File: src/rtl/dispatch_pkg.sv
// dispatch_pkg: shared encodings for the dispatch controller and its opcode classifier
package dispatch_pkg;
  typedef enum logic [2:0] {ST_IDLE, ST_DECODE, ST_ISSUE, ST_DONE, ST_FAULT} state_t;
  typedef enum logic [1:0] {UNIT_NONE, UNIT_EU, UNIT_BIU, UNIT_FCU} unit_t;
  localparam int unsigned CLS_ARITH_I = 0;
  localparam int unsigned CLS_MOV     = 1;
  localparam int unsigned CLS_LDST    = 2;
  localparam int unsigned CLS_BRANCH  = 3;
  localparam int unsigned CLS_ARITH_R = 4;
  localparam int unsigned CLS_COMP    = 5;
  localparam logic [1:0] SEL_EU_ARITH_I = 2'd0;
  localparam logic [1:0] SEL_EU_ARITH_R = 2'd1;
  localparam logic [1:0] SEL_EU_COMP    = 2'd2;
  localparam logic [1:0] SEL_BIU_MOV    = 2'd0;
  localparam logic [1:0] SEL_BIU_LDST   = 2'd1;
  localparam logic       SEL_FCU_BRANCH = 1'b0;
  localparam logic [1:0] ERR_NONE    = 2'd0;
  localparam logic [1:0] ERR_ILLEGAL = 2'd1;
  localparam logic [1:0] ERR_TIMEOUT = 2'd2;
endpackage

File: src/rtl/dispatch_ctrl_opc_class.sv
// opc_class: counts leading ones of the opcode field and flags classes with no unit
module opc_class
  import dispatch_pkg::*;
#(
  parameter int OPC_W = 6,
  parameter int CLS_W = $clog2(OPC_W + 1)
) (
  input  logic [OPC_W-1:0] i_opc,
  output logic [CLS_W-1:0] o_cls,
  output logic             o_illegal
);
  logic w_run;
  // walk from the MSB, counting ones until the first zero
  always_comb begin
    o_cls = '0;
    w_run = 1'b1;
    for (int i = OPC_W - 1; i >= 0; i--) begin
      w_run = w_run & i_opc[i];
      o_cls = o_cls + CLS_W'(w_run);
    end
    o_illegal = 32'(o_cls) > CLS_COMP;
  end
endmodule

File: src/rtl/dispatch_ctrl.sv
// dispatch_ctrl: accepts one instruction, issues it to EU/BIU/FCU and reports done or fault
module dispatch_ctrl
  import dispatch_pkg::*;
#(
  parameter int IR_W    = 32,
  parameter int OPC_MSB = 21,
  parameter int OPC_W   = 6,
  parameter int TIMEOUT = 255,
  parameter int CNT_W   = 8
) (
  input  logic            i_clk,
  input  logic            i_rst_n,
  input  logic            i_ir_valid,
  output logic            o_ir_ready,
  input  logic [IR_W-1:0] i_ir,
  input  logic            i_eu_ready,
  input  logic            i_biu_ready,
  input  logic            i_fcu_ready,
  output logic            o_cs_eu,
  output logic            o_cs_biu,
  output logic            o_cs_fcu,
  output logic [1:0]      o_sel_eu,
  output logic [1:0]      o_sel_biu,
  output logic            o_sel_fcu,
  output logic            o_done,
  output logic            o_err,
  output logic [1:0]      o_err_code
);
  localparam int CLS_W = $clog2(OPC_W + 1);
  state_t            r_state, w_state_nxt;
  unit_t             r_unit, w_unit, w_unit_nxt;
  logic [IR_W-1:0]   r_ir;
  logic [CNT_W-1:0]  r_cnt;
  logic [CLS_W-1:0]  w_cls;
  logic [31:0]       w_c;
  logic              w_illegal, w_rdy, w_timeout, w_unused;
  logic [1:0]        w_sel_eu, w_sel_biu;
  logic              r_ir_ready, r_cs_eu, r_cs_biu, r_cs_fcu, r_sel_fcu, r_done, r_err;
  logic [1:0]        r_sel_eu, r_sel_biu, r_err_code;

  opc_class #(.OPC_W(OPC_W), .CLS_W(CLS_W)) u_opc_class (
    .i_opc     (r_ir[OPC_MSB -: OPC_W]),
    .o_cls     (w_cls),
    .o_illegal (w_illegal)
  );

  assign w_unused = ^r_ir;

  // map the captured class to a unit and sub-op, and pick the live ready/timeout
  always_comb begin
    w_c        = 32'(w_cls);
    w_unit     = (w_c == CLS_ARITH_I || w_c == CLS_ARITH_R || w_c == CLS_COMP) ? UNIT_EU :
                 (w_c == CLS_MOV || w_c == CLS_LDST) ? UNIT_BIU :
                 (w_c == CLS_BRANCH) ? UNIT_FCU : UNIT_NONE;
    w_sel_eu   = (w_c == CLS_COMP) ? SEL_EU_COMP : (w_c == CLS_ARITH_R) ? SEL_EU_ARITH_R : SEL_EU_ARITH_I;
    w_sel_biu  = (w_c == CLS_LDST) ? SEL_BIU_LDST : SEL_BIU_MOV;
    w_unit_nxt = (r_state == ST_DECODE) ? w_unit : r_unit;
    w_rdy      = (r_unit == UNIT_EU) ? i_eu_ready : (r_unit == UNIT_BIU) ? i_biu_ready :
                 (r_unit == UNIT_FCU) & i_fcu_ready;
    w_timeout  = (TIMEOUT != 0) && (r_cnt == CNT_W'(TIMEOUT - 1));
  end

  // next state; ready takes priority over a coinciding timeout
  always_comb begin
    w_state_nxt = r_state;
    case (r_state)
      ST_IDLE:   w_state_nxt = i_ir_valid ? ST_DECODE : ST_IDLE;
      ST_DECODE: w_state_nxt = w_illegal ? ST_FAULT : ST_ISSUE;
      ST_ISSUE:  w_state_nxt = w_rdy ? ST_DONE : w_timeout ? ST_FAULT : ST_ISSUE;
      default:   w_state_nxt = ST_IDLE;
    endcase
  end

  // state register
  always_ff @(posedge i_clk or negedge i_rst_n) begin
    if (!i_rst_n) r_state <= ST_IDLE;
    else          r_state <= w_state_nxt;
  end

  // capture, decode latches, watchdog and registered outputs driven from the next state
  always_ff @(posedge i_clk or negedge i_rst_n) begin
    if (!i_rst_n) begin
      r_ir       <= '0;
      r_unit     <= UNIT_NONE;
      r_cnt      <= '0;
      r_sel_eu   <= SEL_EU_ARITH_I;
      r_sel_biu  <= SEL_BIU_MOV;
      r_sel_fcu  <= SEL_FCU_BRANCH;
      r_err_code <= ERR_NONE;
      r_ir_ready <= 1'b1;
      r_cs_eu    <= 1'b0;
      r_cs_biu   <= 1'b0;
      r_cs_fcu   <= 1'b0;
      r_done     <= 1'b0;
      r_err      <= 1'b0;
    end else begin
      if (r_state == ST_IDLE && i_ir_valid) r_ir <= i_ir;
      if (r_state == ST_DECODE && !w_illegal) begin
        r_unit    <= w_unit;
        r_sel_eu  <= w_sel_eu;
        r_sel_biu <= w_sel_biu;
        r_sel_fcu <= SEL_FCU_BRANCH;
      end
      if (r_state == ST_DECODE) r_cnt <= '0;
      else if (r_state == ST_ISSUE && r_cnt != '1) r_cnt <= r_cnt + CNT_W'(1);
      if (w_state_nxt == ST_FAULT) r_err_code <= (r_state == ST_DECODE) ? ERR_ILLEGAL : ERR_TIMEOUT;
      r_ir_ready <= w_state_nxt == ST_IDLE;
      r_cs_eu    <= w_state_nxt == ST_ISSUE && w_unit_nxt == UNIT_EU;
      r_cs_biu   <= w_state_nxt == ST_ISSUE && w_unit_nxt == UNIT_BIU;
      r_cs_fcu   <= w_state_nxt == ST_ISSUE && w_unit_nxt == UNIT_FCU;
      r_done     <= w_state_nxt == ST_DONE;
      r_err      <= w_state_nxt == ST_FAULT;
    end
  end

  assign o_ir_ready = r_ir_ready;
  assign o_cs_eu    = r_cs_eu;
  assign o_cs_biu   = r_cs_biu;
  assign o_cs_fcu   = r_cs_fcu;
  assign o_sel_eu   = r_sel_eu;
  assign o_sel_biu  = r_sel_biu;
  assign o_sel_fcu  = r_sel_fcu;
  assign o_done     = r_done;
  assign o_err      = r_err;
  assign o_err_code = r_err_code;
endmodule

File: config.mk
export PLATFORM = sky130hd
export DESIGN_NAME = dispatch_ctrl
export DESIGN_NICKNAME = d
export VERILOG_FILES = /design/src/rtl/dispatch_pkg.sv /design/src/rtl/dispatch_ctrl_opc_class.sv /design/src/rtl/dispatch_ctrl.sv
export SDC_FILE = /design/constraint.sdc
export NUM_CORES = 1
export LEC_CHECK = 0
export CAP_MARGIN = 20
export CORE_MARGIN = 10
export CORE_UTILIZATION = 50
export CTS_CLUSTER_SIZE = 16
export DETAILED_ROUTE_END_ITERATION = 10
export DONT_BUFFER_PORTS = 1
export GPL_TIMING_DRIVEN = 0
export PLACE_DENSITY_LB_ADDON = 0.2
export SLEW_MARGIN = 20
export SYNTH_ARGS = -nofsm -noshare
export SYNTH_HDL_FRONTEND = slang
export SYNTH_HIERARCHICAL = 1
export SYNTH_SLANG_ARGS = --single-unit
File: constraint.sdc
create_clock -name i_clk -period 3.15 [get_ports i_clk]
set_input_delay 0.63 -clock i_clk [delete_from_list [all_inputs] [get_ports i_clk]]
set_output_delay 0.63 -clock i_clk [all_outputs]
set_load 0.02 [all_outputs]
Yosys cells after proc, flatten, opt, wreduce, memory -nomap -nowiden. Index checks and enable logic that the tools add are counted.

$add $sub $neg: 6. $lt $le $gt $ge: 1. Equality and inequality tests: 18. Multiplexer cells: 17. Bitwise operators: 6. Reductions and logical operators: 14.

Operators with widths (number): $mux W8 (2); $eq A3 B2 Y1 const B (5); $add A3 B1 Y3 (4); $mux W2 (6); $eq A3 B3 Y1 const B (3); $logic_not A3 Y1 (3); $mux W3 (3); $pmux W3 S3 (1); $add A8 B1 Y8 const B (1); $eq A2 B2 Y1 const B (4); $eq A8 B8 Y1 const B (1); $ne A8 B8 Y1 const B (1); $and A1 B1 Y1 (6); $eq A3 B1 Y1 const B (2); $logic_and A1 B1 Y1 (6); $mux W1 (5); $eq A2 B1 Y1 const B (2); $gt A3 B3 Y1 const B (1); $logic_or A1 B1 Y1 (3); $add A1 B1 Y2 (1); $reduce_bool A2 Y1 (1); $logic_not A1 Y1 (1).

Register bits: 47. Input port bits: 38. Output and inout port bits: 13. Word-level logic and storage cells: 75.

Longest topological paths before layout. Gate-level depths: netlist of run 1.

Word-level depth: 13. Depth in mapped cells: 13. Mapped depth without buffers: 12.

Cells and area by module. The synthesis of run 1 kept the hierarchy.

By module, submodules not included: dispatch_ctrl (instances 1, cells an instance 124, area each 1395.1 µm², sequential area each 752.0 µm²); opc_class (instances 1, cells an instance 16, area each 130.1 µm², sequential area each 0.0 µm²).

Worst setup path before layout of run 1. Ideal clock, no wire load.

Path type: reg-to-reg. Start: register r_ir[20]. End: register r_sel_biu[0] (netlist: o_sel_biu[0]). Library setup time: 110 ps. Data arrival time: 3012 ps. Path slack: 28 ps. Cell stages (with the launch flop): 13. Clock period less this slack: 3122 ps. Path through: dfrtp_1 and3_2 and3_1 ha_1 inv_1 fa_1 inv_1 ha_1 fa_1 and2_1 nand2b_2 buf_2 o41ai_1.

Word-level cells in the longest chain between the ends: 9. Elaborated cells between the ends (all ways): 15. Those cells by class: add/sub (5); order compare (1); eq/ne (1); mux (1); bitwise (5); reduce/logical (2).

RTL lines: from (decl) (RTL line dispatch_ctrl.sv:32) `logic [IR_W-1:0] r_ir;`; from (signal assigned) (RTL line dispatch_ctrl.sv:97) `if (r_state == ST_IDLE && i_ir_valid) r_ir <= i_ir;`; $and A1 B1 Y1 * (RTL line dispatch_ctrl_opc_class.sv:18) `w_run = w_run & i_opc[i];`; $add A1 B1 Y2 or $and A1 B1 Y1 (tied branches) (RTL line dispatch_ctrl_opc_class.sv:19, dispatch_ctrl_opc_class.sv:18); $add A3 B1 Y3 or $and A1 B1 Y1 (tied branches) (3 in a row) (RTL line dispatch_ctrl_opc_class.sv:19, dispatch_ctrl_opc_class.sv:18); $add A3 B1 Y3 * (RTL line dispatch_ctrl_opc_class.sv:19) `o_cls = o_cls + CLS_W'(w_run);`; net w_cls[1] (RTL line dispatch_ctrl.sv:34) `logic [CLS_W-1:0] w_cls;`; $gt A3 B3 Y1 * (RTL line dispatch_ctrl_opc_class.sv:21) `o_illegal = 32'(o_cls) > CLS_COMP;`; net w_illegal (RTL line dispatch_ctrl.sv:36) `logic w_illegal, w_rdy, w_timeout, w_unused;`; $logic_not A1 Y1 * (RTL line dispatch_ctrl.sv:98) `if (r_state == ST_DECODE && !w_illegal) begin`; $logic_and A1 B1 Y1 * (RTL line dispatch_ctrl.sv:98); to (signal assigned) (RTL line dispatch_ctrl.sv:101) `r_sel_biu <= w_sel_biu;`; to (decl) (RTL line dispatch_ctrl.sv:39) `logic [1:0] r_sel_eu, r_sel_biu, r_err_code;`.

The timed path passes the listed nets; every way through them passes the cells marked *. A chain may end at the register's enable or synchronous reset.

Final worst setup path of run 1.
Start: register r_ir[18]. End: register r_cs_fcu (netlist: o_cs_fcu).

Elaborated cells between the ends (all ways): 25. Those cells by class: add/sub (3); order compare (1); eq/ne (7); mux (6); bitwise (3); reduce/logical (5).

RTL lines: $and A1 B1 Y1 * (RTL line dispatch_ctrl_opc_class.sv:18); $add A3 B1 Y3 or $and A1 B1 Y1 (tied branches) (2 in a row) (RTL line dispatch_ctrl_opc_class.sv:19, dispatch_ctrl_opc_class.sv:18); $add A3 B1 Y3 * (RTL line dispatch_ctrl_opc_class.sv:19); net w_cls[1] (RTL line dispatch_ctrl.sv:34); $gt A3 B3 Y1 * (RTL line dispatch_ctrl_opc_class.sv:21); net w_illegal (RTL line dispatch_ctrl.sv:36); $mux W3 * (RTL line dispatch_ctrl.sv:68) `ST_DECODE: w_state_nxt = w_illegal ? ST_FAULT : ST_ISSUE;`; $pmux W3 S3 * (RTL line dispatch_ctrl.sv:66) `case (r_state)`; $eq A3 B2 Y1 * (RTL line dispatch_ctrl.sv:110) `r_cs_fcu <= w_state_nxt == ST_ISSUE && w_unit_nxt == UNIT_FCU;`; $logic_and A1 B1 Y1 * (RTL line dispatch_ctrl.sv:110); to (signal assigned) (RTL line dispatch_ctrl.sv:93) `r_cs_fcu <= 1'b0;`; to (signal assigned) (RTL line dispatch_ctrl.sv:110); to (decl) (RTL line dispatch_ctrl.sv:38) `logic r_ir_ready, r_cs_eu, r_cs_biu, r_cs_fcu, r_sel_fcu, r_done, r_err;`.

Marks and branches as above.

==> out/metrics.csv, run 1 <==
metric;value;unit
endpoint of the lowest-slack register-to-register path;o_cs_fcu$_DFF_PN0_;
share of layout cells above drive strength 1;28.8;%
Ys Warns;6;
total buffers and inverters traversed by the critical path;3;
Max stage delay cell, worst path;fa_2;
most common cell type on the critical path;and3_4;
Syn-to-layout area delta;14.9;%
transition time at the pin with the least slew margin;0.979;ns
crit-path cells;and3_4, and3_4, ha_4, inv_2, fa_1, inv_1, ha_2, fa_2, and2_4, nand2b_4, buf_6, nand2_1, nor4bb_2;
required arrival time at the worst endpoint;3.37;ns
number of enable-type register cells in the synthesized netlist;0;
main flop type after synthesis;dfrtp_1;
number of antenna violations at the first check in global routing;0;
worst setup path category;flip-flop to flip-flop;
Vert. Die Dim;75.2;um
register area;752;um2
overall via count from detail_route;1084;
fin util;62.0;%
clock insertion delay at the later pin of the skew report;0.33;ns
DR pass1 iterations;4;
TritonCTS clock tree;yes;
peak fanout along the critical path;5;
die outline area;5660;um2
worst flop-to-flop path startpoint;r_ir[18]$_DFFE_PN0P_;
first-pass GRT wire length;5.24;mm
final standard cell area without fillers;1750;um2
worst reg2reg setup slack;0.04;ns
total count of hold-check failures in the final report;0;
CP max stage delay;0.58;ns
startpoint types;flip-flop;
Placed Area;1570;um2
area of the multi-input gates;777;um2
Worst path top cell family by delay;adder cells;
Mapped Cells;140;
leakage component of the power;0.803;nW
max-cap violation count;0;
clock sinks;30;
chip width;75.2;um
run status;finished, final reports clean;
Ant. Diodes;0;
met2 capacity usage during global routing;20.2;%
Root Buffer Master;clkbuf_4;
Tightest Hold Check Type;primary input to async pin;
Worst Setup End Kind;flip-flop;
met3 Track Usage GR;5.26;%
Num CTS Buffers;5;
shortest period the worst path allows;3.11;ns
final critical-path share of the clock period;98.8;%
Clock Tree Buf Depth;2;
cell area after synthesis;1530;um2
Power per Cell Area;932;nW/um2
GRT Max-Usage Layer;met2;
flip-flop and latch count after synthesis;30;
worst setup margin;0.0386;ns
worst clock skew;0.0118;ns
drt via density;5.80;
Peak VDD IR;360;uV
site row count;19;
DRC violation count after routing;0;
worst slew margin relative to its limit;34.6;%
First DRT Iteration DRCs;106;
total detailed-routing wirelength;3.08;mm
unrepaired setup endpoints after global routing;yes;
placeable core region;2830;um2
share of async-settable or async-resettable flops after synthesis;100;%
sum of internal, switching and leakage power;1.63;mW
met1 layer usage reported by global route;14.0;%
via count of the first global-routing pass;1094;
number of levels in the clock H-tree;2;
IO Port Bufs;0;
pin count of the biggest net entering global routing;30;
gpl congestion;0.776;
maximum clock rate;321;MHz
overall global routing resource usage;12.4;%
Final Max Slew Viols;0;
Final ANT Viol Nets;0;
CTS clk-pin slew, worst paths;0.10;ns
nets;199;
starting density of the core;53.9;%
Setup Viol. Count Final;0;
share of synthesized area occupied by flip-flops and latches;49.3;%
ports placed on the boundary;51;
average footprint of a synthesized cell;10.9;um2
global-route congestion overflow total;0;
count of unique library cells instantiated by Yosys;43;
Arr. time, crit path;3.33;ns
Avg WL per Cell;16.5;um
number of cells on the worst reg-to-reg path;13;
Layout fillers;228;
DP Wirelength;2.13;mm
post-placement worst setup slack;-0.203;ns
## cells in the final DEF (no fill, tap or decap), types with 5 or more instances in the layout
cell type and count:
buf_4 7, dfrtp_1 29, o21ai_0 6, clkbuf_4 5, mux2_2 7, nor2_1 7, nand4_1 5, nand2_1 17
inv_1 7
## cell usage after synthesis (2+ instances only)
cell type / number / area [um2]
a21oi_1: 4 / 20.0
and3_1: 4 / 25.0
buf_4: 2 / 15.0
dfrtp_1: 29 / 726
fa_1: 2 / 40.0
ha_1: 4 / 50.1
inv_1: 8 / 30.0
mux2_2: 7 / 78.8
mux2i_1: 5 / 50.1
nand2_1: 17 / 63.8
nand3_1: 4 / 20.0
nand4_1: 5 / 31.3
nor2_1: 7 / 26.3
nor3_1: 3 / 15.0
nor3b_2: 2 / 25.0
o21ai_0: 7 / 35.0
o41ai_1: 2 / 17.5
xor2_1: 3 / 26.3
## logic make-up (layout without fill, tap and decap cells)
logic type                 after synthesis  after routing  share of synthesized area (%)
AOI/OAI and AO/OA                       21             21                           9.35
and+or+nand+nor                         55             55                           21.2
other                                    1              2                          0.246
DFF                                     30             30                           49.3
xor gates and xnor gates                 4              4                           2.30
buffers and inverters                   11             26                           3.28
adders and majority gates                6              6                           5.91
muxes                                   12             12                           8.45
## per-layer routing
layer  share of wire (%)  vias to the layer above
li1                    -                      526
met5                   0                        -
met2                  49                       26
met1                  43                      528
met4                 1.2                        0
met3                 6.8                        4
## worst register-to-register path, stage by stage (launching register included)
cell and delay (ns):
dfrtp_1 0.39, and3_4 0.18, and3_4 0.18, ha_4 0.26, inv_2 0.03, fa_1 0.52, inv_1 0.04, ha_2 0.16
fa_2 0.58, and2_4 0.17, nand2b_4 0.15, buf_6 0.12, nand2_1 0.04, nor4bb_2 0.18
## report_power, final
| part | leakage (nW) | internal [mW] | switching [mW] |
|---|---|---|---|
| Sequential | 0.379 | 0.511 | 0.151 |
| Combinational | 0.389 | 0.353 | 0.378 |
| Clock | 0.0353 | 0.108 | 0.133 |
## state kept, by name, summed over array words and instances (netlist names)
| signal | cells |
|---|---|
| r_cnt | 8 |
| o_cs_biu | 1 |
| o_err_code | 2 |
| o_cs_eu | 1 |
| r_state | 3 |
| o_done | 1 |
| o_sel_biu | 1 |
| o_sel_eu | 2 |
| r_unit | 2 |
| r_ir | 6 |
| o_cs_fcu | 1 |
| o_err | 1 |
| o_ir_ready | 1 |
## worst max path at each step
stage                         start                        to  slack [ns]  cells after the start
2_1_floorplan  r_ir[20]$_DFFE_PN0P_  o_sel_biu[0]$_DFFE_PN0P_        0.03                     12
3_3_place_gp   r_ir[20]$_DFFE_PN0P_        o_cs_fcu$_DFF_PN0_       -0.13                     13
3_5_place_dp   r_ir[20]$_DFFE_PN0P_  o_sel_biu[0]$_DFFE_PN0P_       -0.20                     12
4_1_cts        r_ir[20]$_DFFE_PN0P_        o_cs_fcu$_DFF_PN0_        0.02                     13
5_1_grt        r_ir[20]$_DFFE_PN0P_        o_cs_fcu$_DFF_PN0_       -0.07                     13
6_report       r_ir[18]$_DFFE_PN0P_        o_cs_fcu$_DFF_PN0_        0.04                     13
## through the flow
stage | std cells | hold slack, ns | setup TNS, ns
floorplan | 141 | 0.334 | 0
detailed placement | 172 | 0.335 | -1.17
global placement | 172 | 0.335 | -0.604
CTS | 187 | 0.103 | 0
global route | 187 | 0.0894 | -0.222
finish | 187 | 0.105 | 0
## layout make-up
type	count	area share, %
tap	31	2.21
clock buffer	7	3.14
buffer	3	1.50
inverter	8	1.71
multi-input combinational	100	44.3
sequential	30	42.9
clock inverter	1	0.286
timing repair buffer	7	3.93
## timing repair
item,4_1_cts,5_1_grt
hold buffers,1,0
setup buffers,5,0
endpoints found under the setup margin,9,9
endpoints found under the hold margin,29,0
gates resized for setup,12,4
cloned,1,0
pin swaps,3,5
No activity file was read; power rests on OpenSTA's default activity.
==> inputs of run 2 (changes only) <==
Settings changed: ABC_AREA set to 1, CORE_UTILIZATION 50 to 30, PLACE_DENSITY set to 0.45, PLACE_DENSITY_LB_ADDON 0.2 to not set.
==> run 2 against run 1 <==
Core utilization decreased by 27 points. Setup slack improved by 0.21 ns. Via count increased by 13%. Maximum frequency increased by 7.1%. Register-to-register slack improved by 0.21 ns. Cell count increased by 55%. Flip-flop and latch count unchanged. Non-clock buffer count decreased by 6. Sequential power decreased by 4.5%. Critical path type unchanged. Largest cell class unchanged. Largest power group is now registers.
==> out/metrics.csv, run 2 <==
metric;value;unit;change
run status;finished, final reports clean;;
Mapped Cells;209;;+49%
total detailed-routing wirelength;3.44;mm;+12%
largest register by flop count;r_cnt;;
via count of the first global-routing pass;1329;;+21%
chip width;94.6;um;+26%
number of antenna violations at the first check in global routing;0;;unchanged
Ant. Diodes;0;;unchanged
commonest cells after routing, fill and taps aside;nand2_1, inv_1, dfrtp_1;;
DRC violation count after routing;0;;unchanged
leading cell type by number of instances after synthesis;nand2_1;;
Clock Tree Buf Depth;2;;unchanged
met3 Track Usage GR;3.25;%;-2.0 points
worst setup path category;flip-flop to flip-flop;;
met1 layer usage reported by global route;10.1;%;-3.9 points
adder and majority cell fraction of the synthesized area;5.39;%;-0.51 points
share of layout cells above drive strength 1;18.3;%;-10 points
cell area after synthesis;1670;um2;+9.5%
switching part of the total;41.7;%;+1.1 points
die outline area;8950;um2;+58%
placeable core region;5440;um2;+92%
Power per Cell Area;838;nW/um2;-10%
Arr. time, crit path;3.07;ns;-0.26 ns
Setup Viol. Count Final;0;;unchanged
Post-CTS Resized;0;;-12
fraction of synthesized area in multiplexers;0;%;-8.4 points
max-cap violation count;0;;unchanged
starting density of the core;30.7;%;-23 points
final critical-path share of the clock period;92.2;%;-6.6 points
DP Wirelength;2.59;mm;+21%
main flop type after synthesis;dfrtp_1;;
peak fanout along the critical path;6;;+1
Root Buffer Master;clkbuf_8;;
nets;261;;+31%
Layout fillers;566;;+150%
leakage component of the power;0.975;nW;+21%
GRT Max-Usage Layer;met2;;
share of synthesized area occupied by flip-flops and latches;45.0;%;-4.3 points
ports placed on the boundary;51;;unchanged
pin count of the biggest net entering global routing;31;;+3.3%
global-route congestion overflow total;0;;unchanged
biggest area consumer among synthesized cells;dfrtp_1;;
unrepaired setup endpoints after global routing;no;;
site row count;27;;+8
startpoint types;flip-flop;;
number of hold-repair buffers added at the cts stage;0;;-1
largest family of logic cells by synthesized area;simple AND/OR/NAND/NOR gates;;
leading cell types by count after synthesis;nand2_1, inv_1, dfrtp_1;;
share of async-settable or async-resettable flops after synthesis;100;%;unchanged
Tightest Hold Check Type;primary input to async pin;;
overall via count from detail_route;1221;;+13%
worst clock skew;0.00998;ns;-0.00183 ns
DR pass1 iterations;4;;unchanged
flip-flop and latch count after synthesis;30;;unchanged
Final ANT Viol Nets;0;;unchanged
cell internal pwr;0.922;mW;-5.1%
synth top area cells;dfrtp_1, nand2_1, inv_1;;
Num CTS Buffers;5;;unchanged
register area;752;um2;unchanged
count of unique library cells instantiated by Yosys;27;;-37%
Avg WL per Cell;11.9;um;-28%
power share of the sequential group;40.0;%;-0.5 points
relative contribution of combinational cells to total power;36.7;%;-8.1 points
Setup TNS Final;0;ns;unchanged
Worst Setup End Kind;flip-flop;;
Peak VDD IR;316;uV;-12%
most common cell after layout, fill and taps aside;nand2_1;;
number of enable-type register cells in the synthesized netlist;0;;unchanged
Syn-to-layout area delta;13.0;%;
IO Port Bufs;0;;unchanged
first-pass GRT wire length;6.11;mm;+16%
synthesized-area fraction occupied by ao, oa, aoi and oai cells;8.99;%;-0.36 points
area of the multi-input gates;757;um2;-2.6%
part of the total power dissipated in the clock network;23.3;%;+8.6 points
Vert. Die Dim;94.6;um;+26%
number of levels in the clock H-tree;2;;unchanged
met2 capacity usage during global routing;14.2;%;-6.0 points
fraction of synthesized cell area in xor and xnor cells;1.05;%;-1.2 points
setup fix buffers added after clock tree synthesis;0;;-5
Ys Warns;6;;unchanged
CTS clk-pin slew, worst paths;0.07;ns;-0.03 ns
total net switching power;0.658;mW;-0.52%
clock sinks;30;;unchanged
sum of internal, switching and leakage power;1.58;mW;-3.2%
max FFs per register;8;;unchanged
drt via density;4.21;;-27%
average footprint of a synthesized cell;7.99;um2;-27%
maximum clock rate;344;MHz;+7.1%
First DRT Iteration DRCs;38;;-64%
clock insertion delay at the later pin of the skew report;0.28;ns;-0.05 ns
overall global routing resource usage;8.67;%;-3.7 points
registers with the highest flip-flop counts;r_cnt (8), r_ir (6), r_state (3);;
total count of hold-check failures in the final report;0;;unchanged
shortest period the worst path allows;2.91;ns;-0.206 ns
gpl congestion;0.733;;-5.5%
share of the synthesized area in the top cell type;43.4;%;-4.1 points
TritonCTS clock tree;yes;;
required arrival time at the worst endpoint;3.32;ns;-0.05 ns
post-synthesis share of cell area spent on and, or, nand and nor gates;28.7;%;+7.5 points
Final Max Slew Viols;0;;unchanged
-- run 2: cell types whose count changed in the layout (fill, tap and decap cells not counted), moves of 6 or more --
cell	change
nor2_1	+6
mux2_2	-7
clkbuf_8	+7
nand3_1	+8
inv_1	+29
nand2_1	+40
nand2_2	+7
-- run 2: final timing paths --
kind                                             end  cells after the start            startpoint  slack [ns]
min in group i_clk              r_ir[16]$_DFFE_PN0P_                      2              i_ir[16]        0.47
worst min-delay path            r_cnt[1]$_DFFE_PN0P_                      0               i_rst_n        0.03
worst max-delay path               o_cs_eu$_DFF_PN0_                     15  r_ir[21]$_DFFE_PN0P_        0.24
worst min register to register  r_ir[16]$_DFFE_PN0P_                      2  r_ir[16]$_DFFE_PN0P_        0.48
max in group asynchronous       o_ir_ready$_DFF_PN1_                      0               i_rst_n        2.93
worst max register to register     o_cs_eu$_DFF_PN0_                     15  r_ir[21]$_DFFE_PN0P_        0.24
-- run 2: layout make-up --
type                       instances  share of cell area, %
clock buffer                       8                   5.84
inverter                          39                   7.76
tap                               72                   4.77
buffer                             4                   1.66
multi-input combinational        137                   40.1
sequential                        30                   39.9
-- run 2: power by group through the flow --
stage	Combinational (mW)	Clock (mW)	Sequential, mW
finish	0.580	0.369	0.632
global route	0.693	0.400	0.651
CTS	0.588	0.381	0.632
global placement	0.586	0	0.640
detailed placement	0.585	0	0.640
floorplan	0.478	0	0.614
-- run 2: cell families (layout without fill, tap and decap cells) --
family	after synthesis	in the layout
xor gates and xnor gates	2	2
buffers and inverters	43	51
adders and majority gates	6	6
DFF	30	30
AOI/OAI and AO/OA	22	22
and+or+nand+nor	105	105
other	1	2
-- run 2: metrics by stage --
step	hold slack, ns	util, %	cells	area, um2	setup slack, ns
floorplan	0.334	-	210	1670	0.419
global placement	0.336	32.4	282	1760	0.183
detailed placement	0.336	32.4	282	1760	0.199
CTS	0.0269	34.5	290	1870	0.187
global route	0.0153	34.7	290	1890	0.0274
finish	0.0333	34.7	290	1890	0.245
-- run 2: worst max-delay path, stage by stage, from the launching register on --
cell	delay (ns)
dfrtp_1	0.42
nand3_2	0.11
nor3_2	0.04
ha_1	0.26
inv_1	0.05
fa_1	0.50
inv_1	0.04
ha_1	0.18
fa_2	0.59
nor2_1	0.08
nor2_1	0.16
nand2_1	0.07
o21ai_0	0.13
inv_1	0.07
nand2_1	0.07
nor2_1	0.04
-- run 2: metal layers --
metal / vias to the layer above / routed length (um)
met2: 19 / 1650
met3: 5 / 154
met1: 545 / 1580
met5: - / 0
li1: 652 / -
met4: 0 / 53
